--- src/rtl/hex2seg_scan.sv ---
// Multiplexed hex display scanner: prescaled digit scan, frame-synchronous shadow->active update.
// Optional blink support is enabled by defining HEX2SEG_BLINK_EN.
module hex2seg_scan #(
  parameter int unsigned NDIG      = 8,
  parameter int unsigned SCAN_DIV  = 50000,
  parameter int unsigned BLINK_DIV = 25
) (
  input  logic              clk,
  input  logic              rst_n,
  input  logic [4*NDIG-1:0] data,
  input  logic [NDIG-1:0]   dp,
`ifdef HEX2SEG_BLINK_EN
  input  logic [NDIG-1:0]   blink,
`endif
  input  logic              load,
  input  logic              lz_en,
  output logic [7:0]        seg,
  output logic [NDIG-1:0]   an
);

  localparam int unsigned CW = (SCAN_DIV > 1) ? $clog2(SCAN_DIV) : 1;
  localparam int unsigned IW = (NDIG > 1) ? $clog2(NDIG) : 1;
  localparam logic [CW-1:0] CNT_LAST = CW'(SCAN_DIV - 1);
  localparam logic [IW-1:0] IDX_LAST = IW'(NDIG - 1);

  if (NDIG < 1 || NDIG > 16 || SCAN_DIV < 1 || BLINK_DIV < 1) begin : g_bad_param
    $error("hex2seg_scan: parameter out of range");
  end

  logic [CW-1:0]     cnt;
  logic [IW-1:0]     idx;
  logic              tick;
  logic              frame_end;
  logic [4*NDIG-1:0] sh_data, act_data;
  logic [NDIG-1:0]   sh_dp, act_dp;
  logic              pending;

  assign tick      = (cnt == CNT_LAST);
  assign frame_end = tick && (idx == IDX_LAST);

  always_ff @(posedge clk or negedge rst_n) begin
    if (!rst_n) begin
      cnt <= '0;
      idx <= '0;
    end else begin
      cnt <= tick ? '0 : cnt + 1'b1;
      if (tick) idx <= (idx == IDX_LAST) ? '0 : idx + 1'b1;
    end
  end

  // A load on the boundary edge still captures into shadow and keeps pending set;
  // active takes the previous shadow contents on that same edge.
  always_ff @(posedge clk or negedge rst_n) begin
    if (!rst_n) begin
      sh_data  <= '0;
      sh_dp    <= '0;
      act_data <= '0;
      act_dp   <= '0;
      pending  <= 1'b0;
    end else begin
      if (frame_end && pending) begin
        act_data <= sh_data;
        act_dp   <= sh_dp;
      end
      if (load) begin
        sh_data <= data;
        sh_dp   <= dp;
        pending <= 1'b1;
      end else if (frame_end) begin
        pending <= 1'b0;
      end
    end
  end

`ifdef HEX2SEG_BLINK_EN
  localparam int unsigned BW = (BLINK_DIV > 1) ? $clog2(BLINK_DIV) : 1;
  localparam logic [BW-1:0] FRM_LAST = BW'(BLINK_DIV - 1);

  logic [NDIG-1:0] sh_blink, act_blink;
  logic [BW-1:0]   fcnt;
  logic            phase;

  always_ff @(posedge clk or negedge rst_n) begin
    if (!rst_n) begin
      sh_blink  <= '0;
      act_blink <= '0;
      fcnt      <= '0;
      phase     <= 1'b0;
    end else begin
      if (load) sh_blink <= blink;
      if (frame_end && pending) act_blink <= sh_blink;
      if (frame_end) begin
        if (fcnt == FRM_LAST) begin
          fcnt  <= '0;
          phase <= ~phase;
        end else begin
          fcnt <= fcnt + 1'b1;
        end
      end
    end
  end
`endif

  logic [3:0]      nib;
  logic [6:0]      code;
  logic [NDIG-1:0] zero_up;
  logic            hi_zero;
  logic [7:0]      seg_next;
  logic [NDIG-1:0] an_next;

  always_comb begin
    hi_zero = 1'b1;
    zero_up = '0;
    // zero_up[i]: digit i and every higher digit of the active value are zero
    for (int unsigned j = 0; j < NDIG; j++) begin
      hi_zero = hi_zero & (act_data[4*(NDIG-1-j) +: 4] == 4'h0);
      zero_up[NDIG-1-j] = hi_zero;
    end
    nib = act_data[4*idx +: 4];
    case (nib)
      4'h0: code = 7'h3F;
      4'h1: code = 7'h06;
      4'h2: code = 7'h5B;
      4'h3: code = 7'h4F;
      4'h4: code = 7'h66;
      4'h5: code = 7'h6D;
      4'h6: code = 7'h7D;
      4'h7: code = 7'h07;
      4'h8: code = 7'h7F;
      4'h9: code = 7'h67;
      4'hA: code = 7'h77;
      4'hB: code = 7'h7C;
      4'hC: code = 7'h39;
      4'hD: code = 7'h5E;
      4'hE: code = 7'h79;
      default: code = 7'h71;
    endcase
    if (lz_en && (idx != '0) && zero_up[idx]) code = '0;
    seg_next = ~{act_dp[idx], code};
`ifdef HEX2SEG_BLINK_EN
    if (phase && act_blink[idx]) seg_next = '1;
`endif
    an_next = ~(NDIG'(1) << idx);
  end

  always_ff @(posedge clk or negedge rst_n) begin
    if (!rst_n) begin
      seg <= '1;
      an  <= '1;
    end else begin
      seg <= seg_next;
      an  <= an_next;
    end
  end

endmodule

--- config.mk ---
export PLATFORM = sky130hd
export DESIGN_NAME = hex2seg_scan
export DESIGN_NICKNAME = d
export VERILOG_FILES = /design/src/rtl/hex2seg_scan.sv
export SDC_FILE = /design/constraint.sdc
export NUM_CORES = 1
export LEC_CHECK = 0
export CAP_MARGIN = 40
export CORE_UTILIZATION = 45
export CTS_CLUSTER_DIAMETER = 30
export DETAILED_ROUTE_END_ITERATION = 8
export PLACE_DENSITY = 0.67
export SKIP_LAST_GASP = 1
export SYNTH_ARGS = -nofsm -noshare
export SYNTH_HDL_FRONTEND = slang
export SYNTH_SLANG_ARGS = --single-unit
--- constraint.sdc ---
create_clock -name clk -period 6.5 [get_ports clk]
set_clock_uncertainty 0.2 [all_clocks]
set_input_delay 1.95 -clock clk [delete_from_list [all_inputs] [get_ports clk]]
set_output_delay 1.95 -clock clk [all_outputs]
set_load 0.02 [all_outputs]
# After elaboration in Yosys (flattened, before gate mapping)
# Memory sizes are Yosys's and may differ from the RTL's.
# Cells that the tools add are included.
[word_totals] regBits=116 mem_bits_ro=112 output_inout_bits=16 elab_cells=49 memories=1
[mem_list] memory="(no name shown)" words=16 width=7 rd=1 rd_ports_with_merged_regs=0 write_ports=0 line="120" source="case (nib)"
[op_classes] n_addsub=2 order_cmp=1 eq_ne=2 shift=2 muxes=9 bitwise=9 reduce_logical=14
[ops] op="$logic_not A4 Y1" count=8
[ops] op="$shiftx A32 B6 Y4" count=1
[ops] op="$add A16 B1 Y16 const B" count=1
[ops] op="$eq A16 B16 Y1 const B" count=1
[ops] op="$mux W16" count=1
[ops] op="$not A8 Y8" count=2
[ops] op="$shl A1 B3 Y8 const A" count=1
[ops] op="$and A1 B1 Y1" count=7
[ops] op="$mux W7" count=1
[ops] op="$bmux W1 S3" count=2
[ops] op="$logic_and A1 B1 Y1" count=4
[ops] op="$lt A3 B4 Y1 const B" count=1
[ops] op="$mux W1" count=4
[ops] op="$add A3 B1 Y3 const B" count=1
[ops] op="$eq A3 B3 Y1 const B" count=1
[ops] op="$mux W3" count=1
[ops] op="$reduce_bool A3 Y1" count=1
[ops] op="$reduce_bool A2 Y1" count=1

# Depth between registers and ports, before layout
# Gate-level depths: netlist (run 1).
[depth] word_depth=13 depth_mapped=9 ltp_nobuf=8

# Worst setup path before layout (run 1)
# No wires, ideal clock.
[synth_path] path_kind="input to register" start="in load" end="reg sh_data[10]" setup_ns=0.125 t_arrival_ns=2.814 required_time_ns=6.175 setup_slack_ns=3.361 stages=3 cell_sequence="clkbuf_1 -> buf_1 -> mux2_2"
[synth_rtl] element="from (decl)" line="15" source="input logic load,"
[synth_rtl] element="to (signal assigned)" line="66" source="sh_data <= data;"
[synth_rtl] element="to (decl)" line="34" source="logic [4*NDIG-1:0] sh_data, act_data;"
# No word-level cell between the ends.

# Worst setup path after layout (run 1)
[layout_path] start="reg an[0]" end="out an[0]"
[layout_rtl] element="from (decl)" line="18" source="output logic [NDIG-1:0] an"
[layout_rtl] element="from (signal assigned)" line="152" source="an <= an_next;"
# No word-level cell between the ends.

==> results of run 1 <==
[layer usage]
layer	vias up	routed length [microns]
li1	1413	-
met1	1535	4429
met2	63	4345
met3	13	318
met4	0	156
met5	-	0
[cell usage after synthesis, types with 2 or more instances]
library cell and n:
dfrtp_1 100, o21ai_1 2, xor2_1 6, mux4_2 7, mux4_1 3, clkbuf_1 4
inv_1 9, buf_1 3, nor4_1 9, ha_1 11, nand2_1 20, nor3_1 5
a21oi_1 4, a211oi_1 2, nand3_1 10, dfstp_2 16, nor2_1 14, o21ai_0 3
and3_1 2, buf_2 6, xnor2_1 8, a21o_1 2, nand4_1 4, o211ai_1 2
and4_1 2, mux2i_1 6, mux2_2 81
[cells by family (layout without fill, tap and decap cells)]
group,Yosys count,after routing
DFF,116,116
AOI/OAI and AO/OA,21,21
xor gates and xnor gates,14,14
muxes,99,99
buffers and inverters,24,104
and+or+nand+nor,72,72
adders and majority gates,11,11
[cell type report]
type / instances / share of cell area (%)
clock inverter: 11 / 2.723
inverter: 9 / 0.5251
clock buffer: 21 / 6.982
timing repair buffer: 63 / 10.35
sequential: 116 / 45.43
multi-input combinational: 217 / 31.27
tap: 140 / 2.723
[metrics by stage]
step | instance area (sq um) | utilization, % | hold WS, ns | total power, mW | cells
2_1_floorplan | 5044 | - | 0.2479 | 0.7986 | 357
3_3_place_gp | 5734 | 52.67 | 0.2753 | 0.8446 | 542
3_5_place_dp | 5809 | 53.36 | 0.2873 | 0.8524 | 545
4_1_cts | 6434 | 59.09 | 0.2950 | 1.827 | 577
5_1_grt | 6434 | 59.09 | 0.3174 | 1.862 | 577
6_report | 6434 | 59.09 | 0.2923 | 1.803 | 577
[registers in the layout, indices dropped and copies added (netlist names), 3 cells and up]
name / count
act_data: 32
sh_data: 32
cnt: 16
act_dp: 8
an: 8
seg: 8
sh_dp: 8
idx: 3
[where the power goes]
group | internal, mW | switching (mW) | total (mW)
clock network | 0.645 | 0.321 | 0.966
registers | 0.748 | 0.0133 | 0.762
logic | 0.0478 | 0.0282 | 0.0760
total | 1.44 | 0.363 | 1.80
[worst max path at each step]
| stage | endpoint | slack (ns) | from | depth (start not counted) |
|---|---|---|---|---|
| 2_1_floorplan | sh_data[10] | 3.36 | load | 3 |
| 3_3_place_gp | act_data[15] | 3.06 | rst_n | 2 |
| 3_5_place_dp | seg[2] | 3.15 | lz_en | 4 |
| 4_1_cts | seg[7] | 2.68 | seg[7] | 1 |
| 5_1_grt | an[3] | 2.66 | an[3] | 1 |
| 6_report | an[0] | 2.71 | an[0] | 1 |
==> summary.txt, run 1 <==
Outcome
  – Result of the run: finished, final reports clean

Finish
  – Synthesis-to-layout area growth: 27.56%
  – Count of inserted antenna diode cells: 0
  – Top library cells by usage in the layout, fill and taps aside: 100 x dfrtp_1, 81 x mux2_2, 57 x clkdlybuf4s50_1
  – Post-layout nets: 479
  – Fraction of final layout cells with drive strength greater than 1: 33.41%
  – Storage cell area: 2923 sq um
  – Filler Cells Inserted: 867
  – Most common cell after layout, fill and taps aside: dfrtp_1
  – Area taken by multi-input logic gates: 2012 sq um

Power and ir drop
  – P_leak: 2.924 nW
  – Pwr per Cell Area: 280.3 nW/um^2
  – Peak supply drop: 0.2145 mV

Worst setup path
  – Category of cells accounting for the largest share of critical-path delay: buffers and inverters
  – CP Data Arrival Time: 1.64 ns
  – Critical path startpoint category: register
  – Biggest cell delay along the critical path: 0.60 ns
  – Required time of the critical path: 4.35 ns
  – Path type of the worst setup path: reg -> out
  – Sort of element at the end of the critical path: output port
  – Reg2reg start: idx[0]
  – Cell Chain, Critical Path: clkdlybuf4s50_1
  – Worst-path cell with the longest stage delay: clkdlybuf4s50_1
  – CP Max Fanout: 1
  – Depth of the worst register-to-register path: 5
  – Endpoint of the worst-slack reg-to-reg timing path: seg[2]
  – Sum of buffers and inverters on the critical path: 1
  – FF-to-FF setup slack: 3.41 ns

Timing
  – Setup violations, final: 0
  – Final hold violations: 0
  – Crit share post-route: 58.27%
  – Setup repair after global routing missed its margin: no
  – Summed negative setup slack over all endpoints: 0 ns
  – Actual slew at the worst max-slew pin: 0.7990 ns
  – Worst slew margin relative to its limit: 46.73%
  – Fmax achieved: 0.2640 GHz
  – Worst path setup slack after routing: 2.713 ns
  – Shortest clock period the worst path allows after layout: 3.787 ns
  – Final Max Tran Viols: 0

Synth
  – Async set-or-reset flop fraction in the synthesized netlist: 100.0%
  – Count of mapped cells out of synthesis: 357
  – Multiplexer share of the synthesized area: 24.71%
  – Post-synthesis instance area: 5044 sq um
  – Share of Yosys cell area claimed by the top area cell type: 49.62%
  – Area fraction in compound gates after synthesis: 2.803%
  – Post-Synth Adder-Cell Area: 2.729%
  – Combinational family with the most area after synthesis: multiplexers
  – Flip-flop and latch count after synthesis: 116
  – Per-instance average area after synthesis: 14.13 sq um
  – Total nets after synthesis: 412
  – Post-synthesis simple-gate area fraction: 7.219%
  – Number of library cell types mapped by synthesis: 43
  – EDFF count, synth: 0
  – Most frequently used flop master after synthesis: dfrtp_1
  – Synth warn: 0
  – Library cell with the largest summed area after synthesis: dfrtp_1
  – Area contributors post-synth: dfrtp_1 50%, mux2_2 18%, dfstp_2 8.3%, mux4_2 3.1%, ha_1 2.7%
  – XOR/XNOR share of the synthesized area: 2.431%
  – Share of synthesized area occupied by flip-flops and latches: 57.95%

Clock network
  – CTS hold repair buffers: 0
  – Post-CTS clock slew at the launch and capture registers of the worst setup and hold paths: 0.06 ns
  – Post-CTS setup buffers: 0
  – Clock sinks: 116
  – Library cell used as clock root buffer: clkbuf_8
  – Post-CTS sizing: 0
  – TritonCTS clock tree: yes
  – Number of buffers inserted during clock tree synthesis: 17
  – Insertion delay to the later sink of the worst-skew pair: 0.51 ns
  – Max Buffers Root-to-Sink: 2
  – H-tree level count: 4

GRT
  – Most Crowded Layer GR: met2
  – Met3 track demand over resource in global routing: 5.206%
  – Global-route wire length before repair: 15.68 mm
  – Vias in the first global route: 3175
  – Combined global-route utilization of all metal layers: 18.24%
  – Remaining global-route overflow: 0
  – Met2 Resource Use GR: 28.34%
  – GRT met1 Usage: 23.70%
  – Maximum number of pins on one net before global-route repair: 71
  – Number of antenna violations at the first check in global routing: 0

Place
  – Pre-CTS setup slack: 3.152 ns
  – Port bufs: 59
  – Detailed-placement wirelength estimate: 6.283 mm
  – Final GP Congestion: 0.7865

Hold path
  – Hold EP: cnt[0]
  – Count of cells along the worst hold path: 1
  – Worst hold path startpoint: cnt[0]
  – Kind of path behind the tightest hold check: reg -> reg

Floorplanning
  – Initial Utilization: 46.32%
  – Core area: 10890 sq um
  – Top Ports: 60
  – Die extent in x: 107.9 microns
  – Num rows: 38
  – Total die area: 11630 sq um
  – Vert. Die Dim: 107.9 microns

Route
  – Count of unresolved DRC violations after routing: 0
  – Final ANT Viol Nets: 0
  – Detailed Route Iter0 Violations: 80
  – Drt total wl: 9.250 mm
  – Via count normalized by instance count: 5.241
  – Number of optimization iterations in the first detailed-route pass: 5
  – Overall via count from detail_route: 3024
  – Post-detailed-route wirelength per cell: 16.03 microns

Flow run
  – Max_cap viols: 0
No activity file was read; power rests on OpenSTA's default activity.
==> run 2, diff against run 1 <==
clock period = 3.7 ns   (was 6.5 ns; I/O delays follow)
==> run 2 against run 1 <==
- core utilization decreased by 0.52 points
- register-to-register slack got worse by 2.6 ns
- non-clock buffer count unchanged
- critical path depth unchanged
- sequential power increased by 76%
- via count decreased by 1.1%
- power increased by 71%
- combinational power increased by 74%
- design area decreased by 0.88%
- clock power increased by 67%
- worst setup slack got worse by 2.0 ns
- wire length increased by 0.38%
- critical endpoint is now seg[1]
- largest power group unchanged
- highest routed layer unchanged
==> summary.txt, run 2 (synthesis results as in run 1) <==
Clock network
  – TritonCTS clock tree: yes
  – Post-CTS setup buffers: 0
  – Clock sinks: 116
  – H-tree level count: 4
  – Insertion delay to the later sink of the worst-skew pair: 0.53 ns
  – Post-CTS sizing: 0
  – Max Buffers Root-to-Sink: 2
  – CTS hold repair buffers: 0
  – Post-CTS clock slew at the launch and capture registers of the worst setup and hold paths: 0.06 ns
  – Library cell used as clock root buffer: clkbuf_8
  – Number of buffers inserted during clock tree synthesis: 17

Outcome
  – Result of the run: finished, final reports clean

Place
  – Area of placed instances: 5789 sq um
  – Placed cell count: 545
  – Final GP Congestion: 0.7826
  – Detailed-placement wirelength estimate: 6.339 mm
  – Port bufs: 59

Power and ir drop
  – Portion of total power attributed to the clock network: 52.2%
  – P_leak: 2.892 nW
  – Combinational cell fraction of total power: 4.3%
  – Switching Power: 643.7 uW
  – Peak supply drop: 0.3209 mV
  – Net switching fraction of the power: 20.91%
  – Internal power: 2.436 mW
  – Tot Pwr: 3.079 mW
  – Pwr per Cell Area: 482.8 nW/um^2
  – Fraction of power consumed by sequential logic: 43.5%

Route
  – Detailed Route Iter0 Violations: 87
  – Overall via count from detail_route: 2992
  – Post-detailed-route wirelength per cell: 16.09 microns
  – Final ANT Viol Nets: 0
  – Drt total wl: 9.285 mm
  – Via count normalized by instance count: 5.185
  – Number of optimization iterations in the first detailed-route pass: 4
  – Count of unresolved DRC violations after routing: 0

GRT
  – Combined global-route utilization of all metal layers: 18.53%
  – Maximum number of pins on one net before global-route repair: 46
  – Global-route wire length before repair: 15.86 mm
  – Vias in the first global route: 3195
  – Number of antenna violations at the first check in global routing: 0
  – Remaining global-route overflow: 0

Worst setup path
  – Number of stages on the worst setup path: 1
  – Critical path startpoint category: register
  – CP Max Fanout: 1
  – Sort of element at the end of the critical path: output port
  – Category of cells accounting for the largest share of critical-path delay: buffers and inverters
  – Endpoint of the worst-slack reg-to-reg timing path: seg[2]
  – Reg2reg start: idx[0]
  – Critical path origin: seg[1]
  – Critical Path End: seg[1]
  – Worst-path cell with the longest stage delay: clkdlybuf4s50_1
  – Biggest cell delay along the critical path: 0.60 ns
  – Depth of the worst register-to-register path: 5
  – Sum of buffers and inverters on the critical path: 1
  – Path type of the worst setup path: reg -> out
  – Cell Chain, Critical Path: clkdlybuf4s50_1
  – Required time of the critical path: 2.39 ns
  – FF-to-FF setup slack: 0.84 ns
  – CP Data Arrival Time: 1.64 ns

Timing
  – Fmax achieved: 0.3391 GHz
  – Final Max Tran Viols: 0
  – Worst slew margin relative to its limit: 51.37%
  – Final worst hold slack: 0.3002 ns
  – Crit share post-route: 79.71%
  – Setup repair after global routing missed its margin: no
  – Shortest clock period the worst path allows after layout: 2.949 ns
  – Final hold violations: 0
  – Actual slew at the worst max-slew pin: 0.7294 ns
  – Setup violations, final: 0
  – Summed negative setup slack over all endpoints: 0 ns

Finish
  – Filler Cells Inserted: 886
  – Top library cells by usage in the layout, fill and taps aside: 100 x dfrtp_1, 81 x mux2_2, 57 x clkdlybuf4s50_1
  – Final std cells w/o fill: 577
  – Largest registers in the final layout: act_data: 32 flops, sh_data: 32 flops, cnt: 16 flops
  – Synthesis-to-layout area growth: 26.45%
  – Count of inserted antenna diode cells: 0
  – Final design instance area without fill: 6377 sq um
  – Fraction of final layout cells with drive strength greater than 1: 33.64%
  – Post-layout nets: 479
  – Most common cell after layout, fill and taps aside: dfrtp_1

Floorplanning
  – Die extent in x: 107.9 microns
  – Vert. Die Dim: 107.9 microns
  – Initial Utilization: 46.32%
  – Total die area: 11630 sq um
  – Core area: 10890 sq um
  – Top Ports: 60
  – Num rows: 38

Hold path
  – Kind of path behind the tightest hold check: reg -> reg

Flow run
  – Max_cap viols: 0
[run 2: cell count changes in the layout (fill, tap and decap cells not counted), sizes merged]
cell      before  now
bufinv         4    3
clkbuf        21   19
clkinvlp       2    5
[run 2: worst min path at each step]
stage	start	cells after the start	endpoint
finish	pending	1	pending
global route	sh_data[9]	1	sh_data[9]
CTS	pending	1	pending
detailed placement	cnt[0]	1	cnt[0]
global placement	cnt[0]	1	cnt[0]
floorplan	cnt[0]	1	cnt[0]
[run 2: layout make-up]
type | count | area (sq um) | share of cell area (%)
multi-input combinational | 217 | 2012 | 31.55
clock inverter | 13 | 156.4 | 2.452
timing repair buffer | 63 | 645.6 | 10.12
tap | 140 | 175.2 | 2.747
sequential | 116 | 2923 | 45.83
inverter | 9 | 33.78 | 0.5297
clock buffer | 19 | 431.7 | 6.769
[run 2: power by group through the flow]
stage / clock, mW / combinational (mW) / sequential [mW]
after floorplan: 0 / 0.0533 / 1.35
after global placement: 0 / 0.129 / 1.36
after detailed placement: 0 / 0.135 / 1.36
after CTS: 1.64 / 0.136 / 1.34
after global routing: 1.70 / 0.147 / 1.34
final: 1.61 / 0.132 / 1.34
[run 2: metrics by stage]
step / utilization (%) / worst slack (ns)
after floorplan: - / 1.318
after global placement: 52.92 / 0.9795
after detailed placement: 53.17 / 0.8369
after CTS: 58.57 / 0.7155
after global routing: 58.57 / 0.6683
final: 58.57 / 0.7507
[run 2: per-layer routing]
metal / up-vias / track usage [%] / share of wire, %
li1: 1423 / - / -
met1: 1496 / 23.52 / 47
met2: 58 / 29.30 / 48
met3: 15 / 5.569 / 3.6
met4: 0 / 8.121 / 1.6
met5: - / 0 / 0
==> run 3, diff against run 2 <==
clock period = 2.8 ns   (was 3.7 ns; I/O delays follow)
==> run 3 against run 2 <==
- design area increased by 0.84%
- critical path depth unchanged
- sequential power increased by 32%
==> summary.txt, run 3 (synthesis results as in run 1) <==
Outcome
  – Result of the run: finished, final reports clean

Timing
  – Actual slew at the worst max-slew pin: 0.5038 ns
  – Crit share post-route: 96.49%
  – Worst slew margin relative to its limit: 66.41%
  – Fmax achieved: 0.3701 GHz
  – Shortest clock period the worst path allows after layout: 2.702 ns
  – Final hold violations: 0
  – Setup repair after global routing missed its margin: no
  – Summed negative setup slack over all endpoints: 0 ns
  – Final Max Tran Viols: 0
  – Final worst hold slack: 0.1061 ns
  – Worst path setup slack after routing: 0.09816 ns
  – Setup violations, final: 0

Clock network
  – Number of buffers inserted during clock tree synthesis: 17
  – H-tree level count: 4
  – Post-CTS setup buffers: 0
  – Post-CTS clock slew at the launch and capture registers of the worst setup and hold paths: 0.06 ns
  – CTS hold repair buffers: 0
  – Clock sinks: 116
  – Post-CTS sizing: 0
  – Insertion delay to the later sink of the worst-skew pair: 0.53 ns
  – Library cell used as clock root buffer: clkbuf_8
  – Max Buffers Root-to-Sink: 2
  – TritonCTS clock tree: yes

Route
  – Routed length on met2: 4.332 mm
  – Final ANT Viol Nets: 0
  – Drt total wl: 9.358 mm
  – Count of unresolved DRC violations after routing: 0
  – Number of optimization iterations in the first detailed-route pass: 6
  – Top routing layer in use: met4
  – Via count normalized by instance count: 5.287
  – Length of routed met3 wiring: 492 microns
  – Overall via count from detail_route: 3077
  – Detailed Route Iter0 Violations: 190
  – Post-detailed-route wirelength per cell: 16.08 microns
  – Detailed-route wire length on metal 1: 4.308 mm

GRT
  – Number of antenna violations at the first check in global routing: 0
  – Global-route wire length before repair: 16.04 mm
  – Maximum number of pins on one net before global-route repair: 95
  – Remaining global-route overflow: 0
  – Combined global-route utilization of all metal layers: 18.82%
  – Vias in the first global route: 3272

Power and ir drop
  – Pwr per Cell Area: 637.2 nW/um^2
  – Tot Pwr: 4.098 mW
  – P_leak: 2.922 nW
  – Peak supply drop: 0.4406 mV

Finish
  – Filler Cells Inserted: 873
  – Post-layout util: 59.07%
  – Area taken by multi-input logic gates: 2016 sq um
  – Largest registers in the final layout: act_data: 32 flops, sh_data: 32 flops, cnt: 16 flops
  – Count of inserted antenna diode cells: 0
  – Storage cell area: 2924 sq um
  – Post-layout nets: 484
  – Final std cells w/o fill: 582
  – Top library cells by usage in the layout, fill and taps aside: 99 x dfrtp_1, 81 x mux2_2, 57 x clkdlybuf4s50_1
  – Most common cell after layout, fill and taps aside: dfrtp_1
  – Synthesis-to-layout area growth: 27.51%
  – Fraction of final layout cells with drive strength greater than 1: 35.07%
  – Final design instance area without fill: 6431 sq um

Floorplanning
  – Top Ports: 60
  – Initial Utilization: 46.32%
  – Die extent in x: 107.9 microns
  – Core area: 10890 sq um
  – Total die area: 11630 sq um
  – Vert. Die Dim: 107.9 microns
  – Num rows: 38

Worst setup path
  – Critical path startpoint category: register
  – Sort of element at the end of the critical path: output port
  – CP Data Arrival Time: 1.66 ns
  – Biggest cell delay along the critical path: 0.60 ns
  – Path type of the worst setup path: reg -> out
  – Sum of buffers and inverters on the critical path: 1
  – Category of cells accounting for the largest share of critical-path delay: buffers and inverters
  – CP Max Fanout: 1
  – Required time of the critical path: 1.76 ns
  – Cell Chain, Critical Path: clkdlybuf4s50_1
  – Worst-path cell with the longest stage delay: clkdlybuf4s50_1

Place
  – Final GP Congestion: 0.7443
  – Pre-CTS setup slack: 0.08847 ns
  – Placed cell count: 550
  – Detailed-placement wirelength estimate: 6.294 mm
  – Port bufs: 59
  – Area of placed instances: 5832 sq um

Hold path
  – Kind of path behind the tightest hold check: in -> async

Flow run
  – Max_cap viols: 0
run 3: cell count changes in the layout (fill, tap and decap cells not counted), moves of 2 or more:
| cell | previous run | this run |
|---|---|---|
| buf_12 | 1 | 3 |
| buf_4 | 3 | 7 |
| clkinv_4 | 0 | 4 |
| clkinvlp_4 | 5 | 3 |
run 3: layout make-up:
cell class                      count  share of cell area, %
Sequential cell                   116                  45.47
Multi-Input combinational cell    217                  31.34
Timing Repair Buffer               68                  10.70
Clock buffer                       17                  6.440
Clock inverter                     15                  2.802
Tap cell                          140                  2.724
Inverter                            9                 0.5253
run 3: power by group:
group	internal (mW)	leakage (nW)	switching, mW
sequential	1.74	1.45	0.0304
combinational	0.109	1.19	0.0652
clock	1.36	0.284	0.799
total	3.20	2.92	0.894
run 3: worst register-to-register path, cell delays in order (launching register included):
cell and delay, ns:
dfrtp_2 0.53, mux4_2 0.56, mux2i_1 0.32, ha_1 0.34
a21boi_1 0.10, mux2_2 0.28, o21ai_2 0.10
run 3: metal layers:
metal / track usage [%] / vias up
met5: 0 / -
met4: 9.100 / 0
met3: 7.324 / 21
met2: 28.43 / 81
met1: 23.58 / 1535
li1: - / 1440
run 3: worst paths after layout:
path                       startpoint     endpoint  slack (ns)  depth (start not counted)
min reg2reg                    cnt[0]       cnt[0]        0.30                          1
max                            seg[7]       seg[7]         0.1                          1
min in group clk               cnt[0]       cnt[0]        0.30                          1
max in group asynchronous       rst_n        an[5]        1.84                          2
min                             rst_n  sh_data[10]        0.11                          2
max reg2reg                    idx[0]       seg[3]        0.32                          6
